### src/rtl/rr_encoder_arbiter.sv
// Round-robin arbiter for N requesters with registered one-hot and binary grant outputs.
// A grant is held while its requester keeps req high, bounded by MAX_HOLD cycles when others wait.
module rr_encoder_arbiter #(
    parameter int N        = 8,
    parameter int IDX_W    = 3,
    parameter int MAX_HOLD = 16
) (
    input  logic             clk,
    input  logic             rst_n,
    input  logic [N-1:0]     req,
    output logic [N-1:0]     grant,
    output logic [IDX_W-1:0] grant_idx,
    output logic             grant_valid,
    output logic             preempt
);

    localparam int CNT_W = (MAX_HOLD > 2) ? $clog2(MAX_HOLD) : 1;
    localparam logic [CNT_W-1:0] HOLD_MAX = CNT_W'(MAX_HOLD - 1);
    localparam logic [IDX_W-1:0] LAST_IDX = IDX_W'(N - 1);

    localparam logic [0:0] ST_IDLE = 1'b0;
    localparam logic [0:0] ST_BUSY = 1'b1;

    logic [0:0]       state_q,    state_d;
    logic [IDX_W-1:0] ptr_q,      ptr_d;
    logic [CNT_W-1:0] hold_cnt_q, hold_cnt_d;
    logic [N-1:0]     grant_q,    grant_d;
    logic [IDX_W-1:0] idx_q,      idx_d;
    logic             valid_q,    valid_d;
    logic             preempt_q,  preempt_d;

    // First set bit of r scanning start, start+1, ... modulo N; MSB flags a hit.
    function automatic logic [IDX_W:0] rr_search(input logic [N-1:0] r,
                                                 input logic [IDX_W-1:0] start);
        logic             found;
        logic [IDX_W-1:0] win;
        found = 1'b0;
        win   = '0;
        for (int unsigned i = 0; i < N; i++) begin
            int unsigned p;
            p = (32'(start) + i) % N;
            if (!found && r[IDX_W'(p)]) begin
                found = 1'b1;
                win   = IDX_W'(p);
            end
        end
        return {found, win};
    endfunction

    function automatic logic [IDX_W-1:0] next_idx(input logic [IDX_W-1:0] k);
        return (k == LAST_IDX) ? '0 : k + 1'b1;
    endfunction

    function automatic logic [N-1:0] onehot(input logic [IDX_W-1:0] k);
        return {{(N-1){1'b0}}, 1'b1} << k;
    endfunction

    logic             req_k;
    logic [N-1:0]     others;
    logic [IDX_W-1:0] k_next;
    logic [IDX_W:0]   srch_idle;
    logic [IDX_W:0]   srch_rel;
    logic [IDX_W:0]   srch_pre;

    always_comb begin
        req_k     = |(req & grant_q);
        others    = req & ~grant_q;
        k_next    = next_idx(idx_q);
        srch_idle = rr_search(req, ptr_q);
        srch_rel  = rr_search(req, k_next);
        srch_pre  = rr_search(others, k_next);
    end

    always_comb begin
        state_d    = state_q;
        ptr_d      = ptr_q;
        hold_cnt_d = hold_cnt_q;
        grant_d    = grant_q;
        idx_d      = idx_q;
        valid_d    = valid_q;
        preempt_d  = 1'b0;

        case (state_q)
            ST_IDLE: begin
                if (|req) begin
                    state_d    = ST_BUSY;
                    grant_d    = onehot(srch_idle[IDX_W-1:0]);
                    idx_d      = srch_idle[IDX_W-1:0];
                    valid_d    = 1'b1;
                    hold_cnt_d = '0;
                end
            end
            ST_BUSY: begin
                if (!req_k) begin
                    // Release: req[k] is already low, so the full vector competes from k+1.
                    ptr_d = k_next;
                    if (srch_rel[IDX_W]) begin
                        grant_d    = onehot(srch_rel[IDX_W-1:0]);
                        idx_d      = srch_rel[IDX_W-1:0];
                        hold_cnt_d = '0;
                    end else begin
                        state_d    = ST_IDLE;
                        grant_d    = '0;
                        valid_d    = 1'b0;
                        hold_cnt_d = '0;
                    end
                end else if (hold_cnt_q == HOLD_MAX && |others) begin
                    ptr_d      = k_next;
                    grant_d    = onehot(srch_pre[IDX_W-1:0]);
                    idx_d      = srch_pre[IDX_W-1:0];
                    hold_cnt_d = '0;
                    preempt_d  = 1'b1;
                end else if (hold_cnt_q != HOLD_MAX) begin
                    hold_cnt_d = hold_cnt_q + 1'b1;
                end
            end
            default: begin
                state_d = ST_IDLE;
                grant_d = '0;
                valid_d = 1'b0;
            end
        endcase
    end

    always_ff @(posedge clk or negedge rst_n) begin
        if (!rst_n) begin
            state_q    <= ST_IDLE;
            ptr_q      <= '0;
            hold_cnt_q <= '0;
            grant_q    <= '0;
            idx_q      <= '0;
            valid_q    <= 1'b0;
            preempt_q  <= 1'b0;
        end else begin
            state_q    <= state_d;
            ptr_q      <= ptr_d;
            hold_cnt_q <= hold_cnt_d;
            grant_q    <= grant_d;
            idx_q      <= idx_d;
            valid_q    <= valid_d;
            preempt_q  <= preempt_d;
        end
    end

    assign grant       = grant_q;
    assign grant_idx   = idx_q;
    assign grant_valid = valid_q;
    assign preempt     = preempt_q;

endmodule

### config.mk
export PLATFORM = sky130hd
export DESIGN_NAME = rr_encoder_arbiter
export DESIGN_NICKNAME = d
export VERILOG_FILES = /design/src/rtl/rr_encoder_arbiter.sv
export SDC_FILE = /design/constraint.sdc
export NUM_CORES = 1
export LEC_CHECK = 0
export CAP_MARGIN = 20
export CELL_PAD_IN_SITES_DETAIL_PLACEMENT = 0
export CELL_PAD_IN_SITES_GLOBAL_PLACEMENT = 1
export CORE_ASPECT_RATIO = 0.7
export CORE_MARGIN = 5
export CORE_UTILIZATION = 41
export CTS_CLUSTER_SIZE = 12
export DETAILED_ROUTE_END_ITERATION = 7
export PLACE_DENSITY_LB_ADDON = 0.12
export SKIP_CTS_REPAIR_TIMING = 1
export SYNTH_ARGS = -nofsm -noshare
export SYNTH_HDL_FRONTEND = slang
export SYNTH_SLANG_ARGS = --single-unit
export TNS_END_PERCENT = 5
### constraint.sdc
create_clock -name clk -period 4.2 [get_ports clk]
set_input_delay 0.63 -clock clk [delete_from_list [all_inputs] [get_ports clk]]
set_output_delay 0.63 -clock clk [all_outputs]
set_load 0.01 [all_outputs]
-- Word level (Yosys, flattened, before mapping)
Index checks and enable logic that the tools add are counted.
- flip-flop bits (word level): 21
- output and inout bits: 13
- logic and storage cells: 230
- $add $sub $neg: 16
- order comparisons: 16
- equal/unequal tests: 10
- shift operators: 3
- multiplexer cells: 123
- bitwise gates (word level): 4
- reductions and logical operators: 51
- operator list (kind ; number):
    $mux 3 ; 31
    $bmux 1 s3 ; 24
    $lt 3x4->1 const B ; 16
    $mux 1 ; 55
    $mux 8 ; 4
    $add 3x3->3 const B ; 8
    $reduce_or 8->1 ; 3
    $shl 1x3->8 const A ; 3
    $logic_and 1x1->1 ; 22
    $logic_not 1->1 ; 21
    $and 8x8->8 ; 2
    $mux 4 ; 4
    $pmux 8 s2 ; 1
    $add 3x2->3 const B ; 4
    $add 3x1->3 const B ; 3
    $not 8->8 ; 1
    $pmux 4 s2 ; 1
    $ne 2x2->1 const B ; 3
    $pmux 3 s2 ; 1
    $reduce_and 2->1 ; 3
    $reduce_and 3->1 ; 2
    $add 4x1->4 const B ; 1
    $eq 4x4->1 const B ; 1
    $ne 4x2->1 const B ; 1
    7 further kinds ; 8

-- Longest topological paths before layout
Gate-level depths: netlist of run 1.
- depth after elaboration: 30
- gate-level depth with buffers: 18

-- Least setup slack after synthesis of run 1
No wires, ideal clock.
- path kind: register to register
- from: register idx_q[1] (netlist: grant_idx[1])
- to: register grant_q[5] (netlist: grant[5])
- setup time: 0.071 ns
- arrival: 4.366 ns
- required time: 4.129 ns
- path slack: -0.236 ns
- stages on the path, launching flop included: 17
- cells stage by stage: dfrtp_1 -> ha_1 -> ha_1 -> buf_6 -> and2b_4 -> inv_2 -> buf_4 -> clkbuf_1 -> ha_1 -> clkbuf_1 -> clkbuf_1 -> mux4_2 -> or3b_1 -> o311a_1 -> or3b_1 -> or3_1 -> nand4_1
- cells in the longest elaborated chain, start to end: 30
- elaborated cells between the ends (all ways): 107
- those cells by class: add/sub: 8; eq/ne: 1; shift: 2; mux: 68; reduce/logical: 28
- RTL lines (what ; line ; text):
    from (decl) ; 28 ; logic [IDX_W-1:0] idx_q, idx_d;
    from (signal assigned) ; 139 ; idx_q <= idx_d;
    $add 3x1->3 / $eq 3x3->1 (equally long branches) ; 51 ; return (k == LAST_IDX) ? '0 : k + 1'b1;
    $mux 3 * ; 51 ;
    branches (longest 26 deep; another with $add 3x1->3) ; n/a ;
    $mux 8 * ; 94 ; if (!req_k) begin
    $pmux 8 s2 * ; 83 ; case (state_q)
    to (signal assigned) ; 138 ; grant_q <= grant_d;
    to (decl) ; 27 ; logic [N-1:0] grant_q, grant_d;
Every way passes the cells marked *. The select of a mux whose other input is x is not followed.
A chain may end at the register's enable or synchronous reset.

-- Worst setup path in the final report of run 1
- from: register idx_q[0] (netlist: grant_idx[0])
- to: register grant_q[5] (netlist: grant[5])
Same word-level chain as after synthesis.

==> flow_metrics.env, run 1 <==
export IMPL_synth_cell_type_count=76
export IMPL_grt_pass1_vias=3887
export IMPL_clk_root_buffer_cell="clkbuf_16"
export IMPL_path_delay_family="simple AND/OR/NAND/NOR gates"
export IMPL_start_util_pct=42.6
export IMPL_synth_avg_cell_area_um2=8.25
export IMPL_crit_start="grant_idx[0]$_DFFE_PN0P_"
export IMPL_portBuffers=22
export IMPL_rows=29
export IMPL_place_gp_congestion=0.959
export IMPL_syn_inst=476
export IMPL_fin_skew_ps=2.80
export IMPL_ys_async_sr_fraction_pct=100
export IMPL_multi_input_area_um2=3200
export IMPL_firstDrtPassIters=5
export IMPL_synth_seq_cells=21
export IMPL_synth_top_flop_cell="dfrtp_1"
export IMPL_die_h_um=91.9
export IMPL_crit_required_ps=4390
export IMPL_period_needed_ps=3860
export IMPL_ioPinCount=23
export IMPL_drive_gt1_share_pct=18.1
export IMPL_yosysSeqAreaShare_pct=13.4
export IMPL_dieArea_um2=11700
export IMPL_cap_violations=0
export IMPL_grt_max_degree=22
export IMPL_hp_class="reg2reg"
export IMPL_path_buf_inv=1
export IMPL_fin_crit_sh_pct=91.8
export IMPL_drt_wirelength_per_cell_um=22.0
export IMPL_hold_violations=0
export IMPL_yosysWarnings=0
export IMPL_h_tree_depth=1
export IMPL_place_hpwl_um=10700
export IMPL_worst_pin_slew_ps=666
export IMPL_syn_area_um2=3930
export IMPL_cts_sinks=21
export IMPL_critPathMaxFanout=11
export IMPL_num_antenna_cells=0
export IMPL_layout_area_seq_um2=526
export IMPL_cts_clk_slew_worst_paths_ps=60
export IMPL_synth_edf_count=0
export IMPL_mostFrequentLayoutCells="47 x nand2_1, 39 x buf_4, 38 x mux2i_1"
export IMPL_cts_buffer_depth=2
export IMPL_overflow=0
export IMPL_final_common_cell="nand2_1"
export IMPL_relSlewSlack_pct=55.5
export IMPL_vias=4225
export IMPL_max_stage_delay_ps=550
export IMPL_setup_violations=0
export IMPL_path_class="reg2reg"
export IMPL_finalWirelength_um=13900
export IMPL_setup_tns_final_ps=0
export IMPL_start_kind="flop"
export IMPL_crit_arrival_ps=4040
export IMPL_clk_latency_ps=250
export IMPL_cp_cell_sequence="ha_1 > ha_1 > nor2_8 > buf_4 > mux2i_1 > nand4_1 > nand3_1 > or3b_1 > o311a_1 > or3b_1 > or3_1 > nand4_1"
export IMPL_hp_start="grant_valid$_DFFE_PN0P_"
export IMPL_vias_per_cell=6.67
export IMPL_cts_tree="built"
export IMPL_initialDrtViolationCount=521
export IMPL_slew_violations=0
export IMPL_coreArea_um2=9220
export IMPL_drc=0
export IMPL_syn2layout_area_growth_pct=16.0
export IMPL_rsz0062_at_grt="no"
export IMPL_max_freq_mhz=259
export IMPL_synth_nets=492
export IMPL_die_w_um=127
export IMPL_grt_pass1_wl_um=22100
export IMPL_cp_end_kind="flop"
export IMPL_final_antenna_net_count=0
export IMPL_gr_usage_all_layers_pct=23.3
export IMPL_fin_nets=526
export IMPL_crit_slowest_cell="mux2i_1"
export IMPL_fillCellCount=923
export IMPL_antenna_found_initial=0
export IMPL_status="complete, no violations"
export IMPL_cts_buffers=3
export IMPL_reg2reg_from="grant_idx[0]$_DFFE_PN0P_"
-- flip-flops by register name, summed over array words and instances (netlist names) --
register and cells:
grant 8, hold_cnt_q 4, grant_idx 3, ptr_q 3, grant_valid 1, preempt 1, state_q 1
-- per-layer routing --
layer,routed length [um],GRT usage [%],vias to the layer above
li1,-,-,1931
met1,6810,37.6,2071
met2,5620,32.1,201
met3,1260,4.41,22
met4,212,3.30,0
met5,0,0,-
-- cell families after synthesis --
| family | share of synthesized area, % |
|---|---|
| AND/OR/NAND/NOR | 26.0 |
| AO/OA/AOI/OAI | 23.2 |
| multiplexers | 28.3 |
| buffers and inverters | 5.29 |
| flip-flops | 13.4 |
| XOR/XNOR | 1.78 |
| adder cells (fa/ha/maj) | 1.91 |
-- synthesized netlist by cell type (3+ instances only) --
library cell,number,area [um^2]
nand2_1,47,176
mux2i_1,38,380
nor2_1,35,131
nand3_1,26,130
clkbuf_1,24,90.1
mux4_2,24,541
dfrtp_1,21,526
o21ai_0,21,105
a211oi_1,15,113
a21oi_1,15,75.1
nand4_1,15,93.8
nand2b_1,13,81.3
inv_1,11,41.3
mux2_2,11,124
nor2b_1,11,68.8
o211ai_1,10,75.1
a22oi_1,7,52.6
a32oi_1,7,61.3
nor3b_1,7,52.6
ha_1,6,75.1
and3_1,5,31.3
nor4_1,5,31.3
o22ai_1,5,31.3
a31oi_1,4,25.0
and2_1,4,25.0
nand3b_1,4,30.0
nor3_1,4,20.0
o21a_1,4,30.0
o32a_1,4,40.0
xnor2_1,4,35.0
xor2_1,4,35.0
a21boi_0,3,22.5
buf_2,3,15.0
buf_6,3,33.8
o21ai_1,3,15.0
o21bai_1,3,22.5
-- path summary, 6_finish.rpt --
check	slack [ps]	cells past startpoint	to
worst max-delay path	340	12	grant[5]$_DFFE_PN0P_
worst min-delay path	510	1	grant_valid$_DFFE_PN0P_
worst max register to register	340	12	grant[5]$_DFFE_PN0P_
worst min register to register	510	1	grant_valid$_DFFE_PN0P_
max in group asynchronous	3260	2	hold_cnt_q[3]$_DFFE_PN0P_
min in group asynchronous	590	1	ptr_q[1]$_DFFE_PN0P_
-- layout make-up --
class,instances,area share [%]
tap,124,3.41
multi-input combinational,409,70.3
sequential,21,11.5
timing repair buffer,62,11.9
inverter,13,1.18
clock buffer,4,1.73
-- through the flow --
stage | hold slack [ps] | utilization [%] | cell area (um^2) | std cells | setup slack [ps]
finish | 511 | 49.4 | 4550 | 633 | 345
floorplan | 334 | - | 3940 | 476 | 39.7
global route | 543 | 49.4 | 4550 | 633 | 77.3
global placement | 498 | 48.2 | 4450 | 628 | 203
detailed placement | 494 | 48.2 | 4450 | 628 | 188
CTS | 517 | 49.1 | 4530 | 632 | 386
Power of run 1 is left out: the tool's default activity adds up to more than one toggle a clock period on the data nets, which glitch-free logic cannot reach.
==> run 2: changes to the inputs <==
--- a/config.mk
+++ b/config.mk
@@ -6,11 +6,11 @@
 export NUM_CORES = 1
 export LEC_CHECK = 0
 export CAP_MARGIN = 20
-export CELL_PAD_IN_SITES_DETAIL_PLACEMENT = 0
-export CELL_PAD_IN_SITES_GLOBAL_PLACEMENT = 1
+export CELL_PAD_IN_SITES_DETAIL_PLACEMENT = 2
+export CELL_PAD_IN_SITES_GLOBAL_PLACEMENT = 2
 export CORE_ASPECT_RATIO = 0.7
 export CORE_MARGIN = 5
-export CORE_UTILIZATION = 41
+export CORE_UTILIZATION = 34
 export CTS_CLUSTER_SIZE = 12
 export DETAILED_ROUTE_END_ITERATION = 7
 export PLACE_DENSITY_LB_ADDON = 0.12
==> run 2 against run 1 <==
  * Die area rose by 19%
  * Non-clock buffer count fell by 2
  * Final area rose by 0.55%
  * Critical path depth rose by 1
  * Routed wire length rose by 23%
  * Critical path type unchanged
  * Largest cell class unchanged
==> flow_metrics.env, run 2 (synthesis results as in run 1) <==
export IMPL_status="complete, no violations"
export IMPL_syn2layout_area_growth_pct=16.6
export IMPL_vias=4242
export IMPL_crit_required_ps=4380
export IMPL_ioPinCount=23
export IMPL_cap_violations=0
export IMPL_cts_tree="built"
export IMPL_holdWs_ps=514
export IMPL_final_common_cell="nand2_1"
export IMPL_slew_violations=0
export IMPL_utilization_pct=41.0
export IMPL_drive_gt1_share_pct=17.9
export IMPL_rows=32
export IMPL_fin_skew_ps=2.38
export IMPL_start_util_pct=35.1
export IMPL_mostFrequentLayoutCells="47 x nand2_1, 37 x mux2i_1, 37 x buf_4"
export IMPL_path_class="reg2reg"
export IMPL_rsz0062_at_grt="no"
export IMPL_initialDrtViolationCount=320
export IMPL_overflow=0
export IMPL_h_tree_depth=1
export IMPL_die_h_um=99.9
export IMPL_setup_ws_ps=235
export IMPL_cts_buffer_depth=2
export IMPL_place_hpwl_um=13500
export IMPL_max_freq_mhz=252
export IMPL_hp_class="reg2reg"
export IMPL_cts_clk_slew_worst_paths_ps=60
export IMPL_fin_nets=524
export IMPL_crit_slowest_cell="mux2i_1"
export IMPL_drc=0
export IMPL_clk_root_buffer_cell="clkbuf_16"
export IMPL_grt_pass1_wl_um=27600
export IMPL_start_kind="flop"
export IMPL_largest_reg_flops=8
export IMPL_worst_pin_slew_ps=793
export IMPL_portBuffers=22
export IMPL_finalWirelength_um=17100
export IMPL_crit_arrival_ps=4150
export IMPL_relSlewSlack_pct=46.9
export IMPL_die_w_um=138
export IMPL_clk_latency_ps=250
export IMPL_fin_crit_sh_pct=94.4
export IMPL_place_gp_congestion=0.893
export IMPL_num_antenna_cells=0
export IMPL_antenna_found_initial=0
export IMPL_vias_per_cell=6.43
export IMPL_setup_violations=0
export IMPL_cts_buffers=3
export IMPL_post_place_ws_ps=153
export IMPL_final_antenna_net_count=0
export IMPL_max_stage_delay_ps=470
export IMPL_critPathMaxFanout=14
export IMPL_cp_cell_sequence="ha_1 > ha_1 > nor2_8 > buf_4 > mux2i_1 > buf_4 > nand4_1 > nand3_1 > or3b_1 > o311a_1 > or3b_1 > or3_1 > nand4_1"
export IMPL_firstDrtPassIters=5
export IMPL_coreArea_um2=11200
export IMPL_grt_pass1_vias=4556
export IMPL_grt_max_degree=22
export IMPL_cp_end_kind="flop"
export IMPL_drt_wirelength_per_cell_um=25.8
export IMPL_fillCellCount=1258
export IMPL_dieArea_um2=13800
export IMPL_setup_tns_final_ps=0
export IMPL_period_needed_ps=3960
export IMPL_hold_violations=0
export IMPL_cts_sinks=21
export IMPL_gr_usage_all_layers_pct=24.9
-- run 2: cell count changes in the layout (fill, tap and decap cells not counted), sizes merged --
cell  delta
buf      -2
-- run 2: path summary, 6_finish.rpt --
check | startpoint | end | slack [ps] | cells past startpoint
setup / recovery | grant_idx[0]$_DFFE_PN0P_ | grant[5]$_DFFE_PN0P_ | 240 | 13
hold / removal | grant_valid$_DFFE_PN0P_ | grant_valid$_DFFE_PN0P_ | 510 | 1
setup reg to reg | grant_idx[0]$_DFFE_PN0P_ | grant[5]$_DFFE_PN0P_ | 240 | 13
hold reg to reg | grant_valid$_DFFE_PN0P_ | grant_valid$_DFFE_PN0P_ | 510 | 1
max in group asynchronous | rst_n | grant[1]$_DFFE_PN0P_ | 3230 | 2
min in group asynchronous | rst_n | hold_cnt_q[1]$_DFFE_PN0P_ | 600 | 1
-- run 2: cell type report --
class	count	area (um^2)	area share [%]
clock buffers	4	78.8	1.72
inverters	13	53.8	1.18
multi-input cells	409	3200	70.0
flip-flops and latches	21	526	11.5
well taps	153	191	4.18
repair buffers	60	526	11.5
-- run 2: metrics by stage --
stage	instance area, um^2	instances
6_report	4580	660
2_1_floorplan	3940	476
3_3_place_gp	4470	655
5_1_grt	4580	660
4_1_cts	4550	659
3_5_place_dp	4470	655
-- run 2: routing by layer --
metal	track usage (%)	vias to the layer above	wire [um]
met5	0	-	0
met4	2.58	0	182
met3	5.00	15	1050
met2	39.3	129	7370
met1	36.4	2182	8460
li1	-	1916	-
-- run 2: worst max-delay path, delay by kind of cell, from the launching register on --
kind                     cells  cell delay [ps]
adder cells (fa/ha/maj)      2              480
flip-flops                   1              380
AO/OA/AOI/OAI                1              430
multiplexers                 1              470
buffers and inverters        2              520
AND/OR/NAND/NOR              7             1620
Power of run 2 is left out for the same reason.
